$ cat src/rtl/bus_pkg.sv
// Shared definitions for the packed {a, b, tag} bus used by the packer and unpacker.
package bus_pkg;

  localparam int unsigned A_W   = 3;
  localparam int unsigned B_W   = 2;
  localparam int unsigned TAG_W = 2;
  localparam int unsigned W     = A_W + B_W + TAG_W;
  localparam int unsigned CNT_W = 8;

  localparam logic [TAG_W-1:0] TAG = 2'b10;

  typedef struct packed {
    logic [A_W-1:0] a;
    logic [B_W-1:0] b;
  } bus_fields_t;

  typedef enum logic [1:0] {
    EMPTY = 2'd0,
    ONE   = 2'd1,
    FULL  = 2'd2
  } buf_state_t;

endpackage

$ cat src/rtl/bus_fifo2.sv
// Two-entry FIFO of bus_fields_t with a registered head, registered valid and registered push-ready.
module bus_fifo2
  import bus_pkg::*;
(
  input  logic        clk,
  input  logic        rst_n,
  input  logic        push,
  input  logic        pop,
  input  bus_fields_t din,
  output bus_fields_t dout,
  output logic        dout_valid,
  output logic        push_ok
);

  buf_state_t  state, state_n;
  bus_fields_t mem [2];
  bus_fields_t mem_n [2];
  logic        wr_ptr, rd_ptr;
  logic        wr_ptr_n, rd_ptr_n;
  logic        wr, rd;

  // Next-state, pointer and storage update; FULL never accepts, EMPTY never pops.
  always_comb begin
    wr       = push && push_ok;
    rd       = pop && dout_valid;
    mem_n    = mem;
    wr_ptr_n = wr_ptr ^ wr;
    rd_ptr_n = rd_ptr ^ rd;
    state_n  = state;
    if (wr) mem_n[wr_ptr] = din;
    unique case (state)
      EMPTY: if (wr) state_n = ONE;
      ONE: begin
        if (wr && !rd)      state_n = FULL;
        else if (!wr && rd) state_n = EMPTY;
      end
      FULL:    if (rd) state_n = ONE;
      default: state_n = EMPTY;
    endcase
  end

  // The head register only reloads while data remains, so it holds the last popped word when empty.
  always_ff @(posedge clk) begin
    if (!rst_n) begin
      state      <= EMPTY;
      mem[0]     <= '0;
      mem[1]     <= '0;
      wr_ptr     <= 1'b0;
      rd_ptr     <= 1'b0;
      dout       <= '0;
      dout_valid <= 1'b0;
      push_ok    <= 1'b0;
    end else begin
      state      <= state_n;
      mem        <= mem_n;
      wr_ptr     <= wr_ptr_n;
      rd_ptr     <= rd_ptr_n;
      dout_valid <= (state_n != EMPTY);
      push_ok    <= (state_n != FULL);
      if (state_n != EMPTY) dout <= mem_n[rd_ptr_n];
    end
  end

endmodule

$ cat src/rtl/bus_unpack.sv
// Splits packed {a, b, tag} words into fields, dropping and counting words with a bad tag.
module bus_unpack
  import bus_pkg::*;
(
  input  logic             clk,
  input  logic             rst_n,
  input  logic             in_valid,
  output logic             in_ready,
  input  logic [W-1:0]     in_word,
  output logic             out_valid,
  input  logic             out_ready,
  output logic [A_W-1:0]   out_a,
  output logic [B_W-1:0]   out_b,
  output logic             err_pulse,
  output logic [CNT_W-1:0] err_count
);

  bus_fields_t fields_c;
  bus_fields_t head;
  logic        accept_c;
  logic        tag_ok_c;

  assign accept_c   = in_valid && in_ready;
  assign tag_ok_c   = (in_word[TAG_W-1:0] == TAG);
  assign fields_c.a = in_word[W-1 -: A_W];
  assign fields_c.b = in_word[W-A_W-1 -: B_W];

  bus_fifo2 u_fifo (
    .clk        (clk),
    .rst_n      (rst_n),
    .push       (accept_c && tag_ok_c),
    .pop        (out_ready),
    .din        (fields_c),
    .dout       (head),
    .dout_valid (out_valid),
    .push_ok    (in_ready)
  );

  assign out_a = head.a;
  assign out_b = head.b;

  // Malformed words still complete the handshake; they only raise a pulse and bump the counter.
  always_ff @(posedge clk) begin
    if (!rst_n) begin
      err_pulse <= 1'b0;
      err_count <= '0;
    end else begin
      err_pulse <= accept_c && !tag_ok_c;
      if (accept_c && !tag_ok_c && (err_count != {CNT_W{1'b1}}))
        err_count <= err_count + CNT_W'(1);
    end
  end

endmodule

$ cat config.mk
export PLATFORM = sky130hd
export DESIGN_NAME = bus_unpack
export DESIGN_NICKNAME = d
export VERILOG_FILES = /design/src/rtl/bus_pkg.sv /design/src/rtl/bus_fifo2.sv /design/src/rtl/bus_unpack.sv
export SDC_FILE = /design/constraint.sdc
export NUM_CORES = 1
export LEC_CHECK = 0
export BUFFER_PORTS_ARGS = -buffer_cell sky130_fd_sc_hd__buf_2
export CAP_MARGIN = 25
export CORE_MARGIN = 2
export CORE_UTILIZATION = 25
export CTS_BUF_LIST = sky130_fd_sc_hd__clkbuf_8
export DETAILED_ROUTE_END_ITERATION = 8
export GPL_TIMING_DRIVEN = 1
export PLACE_DENSITY = 0.43
export SYNTH_ARGS = -nofsm -noshare
export SYNTH_HDL_FRONTEND = slang
export SYNTH_HIERARCHICAL = 1
export SYNTH_SLANG_ARGS = --single-unit
$ cat constraint.sdc
create_clock -name clk -period 4.7 [get_ports clk]
set_input_delay 0.47 -clock clk [delete_from_list [all_inputs] [get_ports clk]]
set_output_delay 0.47 -clock clk [all_outputs]
set_load 0.01 [all_outputs]
==> insert_results.sql <==
INSERT INTO impl_metrics (metric_group, metric, value, unit) VALUES
('detailed_routing', 'drc', '0', ''),
('logic_synthesis', 'synth_area_per_cell', '10.0', 'µm²'),
('worst_setup_path', 'critPathMaxFanout', '7', ''),
('worst_setup_path', 'cp.arrival', '2.19', 'ns'),
('clocking', 'clk_pin_slew', '0.06', 'ns'),
('detailed_routing', 'vias_per_cell', '4.58', ''),
('timing', 'setup_viol_count_final', '0', ''),
('logic_synthesis', 'netlist_area', '0.00133', 'mm²'),
('die', 'die-width', '76.8', 'µm'),
('cells_and_area', 'antenna_cells_inserted', '0', ''),
('timing', 'max_freq', '495', 'MHz'),
('logic_synthesis', 'postSynthNetCount', '144', ''),
('worst_setup_path', 'data_required_time_at_the_worst_endpoint', '4.87', 'ns'),
('worst_setup_path', 'crit_type', 'register to register', ''),
('pwr', 'vdd_ir_drop_max', '0.158', 'mV'),
('timing', 'post-route-period-util', '43.0', '%'),
('clocking', 'cts.htree.levels', '2', ''),
('global_route', 'grt_pass1_vias', '1043', ''),
('die', 'rows', '26', ''),
('pwr', 'power-per-cell-area', '309', 'mW/mm²'),
('placed_design', 'port-buffer-count', '26', ''),
('detailed_routing', 'vias', '1067', ''),
('cells_and_area', 'most_common_cell_after_layout_fill_and_taps_aside', 'dfxtp_1', ''),
('clocking', 'cts-buffers-inserted', '5', ''),
('cells_and_area', 'nNetsFinal', '174', ''),
('detailed_routing', 'first_iter_violations', '25', ''),
('detailed_routing', 'postRouteAntennaNets', '0', ''),
('global_route', 'track_usage', '10.9', '%'),
('die', 'coreArea', '0.00511', 'mm²'),
('hold_path', 'hold_path.class', 'input pin to register', ''),
('clocking', 'clk_root_buffer_cell', 'clkbuf_8', ''),
('timing', 'postLayoutSetupSlackWorst', '2.68', 'ns'),
('worst_setup_path', 'worstSetupEndpointType', 'register', ''),
('global_route', 'grt_start_max_net_pins', '19', ''),
('detailed_routing', 'routed_wl', '2.96', 'mm'),
('die', 'boundaryPins', '27', ''),
('die', 'initial_utilization', '26.0', '%'),
('global_route', 'globalRouteOverflowTotal', '0', ''),
('placed_design', 'hpwl', '2.11', 'mm'),
('clocking', 'post-cts-setup-buffers', '0', ''),
('run_status', 'outcome', 'finished clean', ''),
('timing', 'timing.final.hold_violations', '0', ''),
('timing', 'timing.max_slew.rel_slack', '64.3', '%'),
('clocking', 'cts-hold-fix-buffers', '0', ''),
('global_route', 'antenna_found_initial', '0', ''),
('detailed_routing', 'routedWlPerCell', '12.7', 'µm'),
('timing', 'finalMaxSlewViolations', '0', ''),
('timing', 'timing.final.crit_period', '2.02', 'ns'),
('logic_synthesis', 'yosysSeqAreaShare', '45.3', '%'),
('timing', 'worst_clock_skew', '0.00137', 'ns'),
('timing', 'tightest_slew', '0.535', 'ns'),
('cells_and_area', 'final_layout_fill_cell_count', '535', ''),
('clocking', 'tritoncts', 'yes', ''),
('worst_setup_path', 'critical_path.startpoint_type', 'register', ''),
('pwr', 'leakage', '0.725', 'nW'),
('logic_synthesis', 'synthesis.instances', '132', ''),
('cells_and_area', 'drive_gt1_share', '27.0', '%'),
('timing', 'fin_worst_hold_slack', '0.468', 'ns'),
('die', 'fp.dieArea', '0.00590', 'mm²'),
('cells_and_area', 'flow.area_growth_from_synthesis', '21.9', '%'),
('timing', 'timing.setup.tns', '0', 'ns'),
('clocking', 'postCtsResizedCells', '0', ''),
('placed_design', 'gp_congestion', '0.724', ''),
('job', 'cap_violations', '0', ''),
('logic_synthesis', 'synth_seq_cells', '30', ''),
('die', 'die-height', '76.8', 'µm'),
('placed_design', 'dpl_worst_slack', '2.50', 'ns'),
('logic_synthesis', 'synth_warnings', '6', ''),
('global_route', 'grt_first_pass_wirelength', '4.99', 'mm'),
('clocking', 'clk_path_buf_depth', '2', ''),
('detailed_routing', 'drt_pass1_iterations', '4', ''),
('cells_and_area', 'most-common-layout-cells', 'dfxtp_1, buf_2, mux2i_1', ''),
('clocking', 'insertion_delay', '0.28', 'ns'),
('clocking', 'cts_sink_cnt', '30', ''),
('logic_synthesis', 'post_synth_num_cell_types', '38', ''),
('timing', 'grt_setup_unrepaired', 'no', '');
stage by stage:
stage	instance area, µm²	utilization, %	std cells	power [mW]
floorplan	1330	-	132	0.282
global placement	1530	29.9	225	0.294
detailed placement	1530	29.9	225	0.294
CTS	1620	31.7	233	0.511
global route	1620	31.7	233	0.528
finish	1620	31.7	233	0.500
logic make-up after synthesis:
kind of cell | after synthesis | share of synthesized area, %
AO/OA/AOI/OAI | 23 | 13.8
XOR/XNOR | 2 | 2.74
adder cells (fa/ha/maj) | 1 | 0.943
buffers and inverters | 6 | 2.26
flip-flops | 30 | 45.3
multiplexers | 16 | 12.1
AND/OR/NAND/NOR | 54 | 22.9
state kept, by name, summed over array words and instances, names as in the netlist:
register	count
u_fifo/mem	10
u_fifo/push_ok	1
err_pulse	1
u_fifo/dout_valid	1
u_fifo/state	2
err_count	8
u_fifo/rd_ptr	1
u_fifo/dout	5
u_fifo/wr_ptr	1
layout make-up:
class | count | area [µm²] | area share [%]
multi-input combinational | 96 | 696 | 43.0
sequential | 30 | 601 | 37.2
timing repair buffer | 26 | 130 | 8.05
tap | 70 | 87.6 | 5.42
clock buffer | 6 | 82.6 | 5.11
inverter | 3 | 11.3 | 0.697
clock inverter | 2 | 8.76 | 0.542
path summary, 6_finish.rpt:
kind                   from             end  slack, ns  cells after the start
min              in_word[6]   u_fifo/mem[9]       0.47                      3
max          u_fifo/push_ok  u_fifo/dout[0]       2.68                      6
max reg2reg  u_fifo/push_ok  u_fifo/dout[0]       2.68                      6
min reg2reg   u_fifo/wr_ptr   u_fifo/wr_ptr       0.47                      2
metal layers:
layer / GRT usage, % / up-vias / part of all wire (%)
met3: 4.82 / 6 / 6.7
li1: - / 528 / -
met1: 12.9 / 503 / 45
met4: 4.91 / 0 / 1.9
met5: 0 / - / 0
met2: 17.1 / 30 / 46
where the power goes:
| group | total, mW | internal, mW | leakage (nW) | switching (mW) |
|---|---|---|---|---|
| Clock | 0.212 | 0.116 | 0.0524 | 0.0961 |
| Sequential | 0.260 | 0.257 | 0.242 | 0.00298 |
| Combinational | 0.0278 | 0.0116 | 0.430 | 0.0162 |
worst max-delay path, stage by stage (launching register included):
cell and delay [ns]:
dfxtp_1 0.44, nand2_1 0.15, nor2_1 0.27, and3_1 0.42, mux2i_1 0.28, mux2i_1 0.11
a22o_1 0.24
synth_stat cells (all sizes together):
cell type   n  share of area, %
dfxtp      30                45
mux2i      16                12
nor2       15               4.2
and2       10               5.3
nand2       7               2.0
nand3       6               2.6
a22o        5               3.3
o21ai       5               1.9
or3         4               2.3
a21boi      3               1.7
and3        3               1.4
inv         3              0.85
o211a       3               2.3
a21oi       2               1.6
clkbuf      2              0.57
nand3b      2               1.4
nor4        2              0.94
xnor2       2               2.7
a21bo       1              0.75
a21o        1              0.57
a31oi       1              0.47
a32oi       1              0.66
buf         1              0.85
ha          1              0.94
nand2b      1              0.47
nand4       1              0.47
nand4b      1              0.66
nor2b       1              0.47
o211ai      1              0.57
or2b        1              0.66
Note: power is estimated with default switching activity, not from simulation.
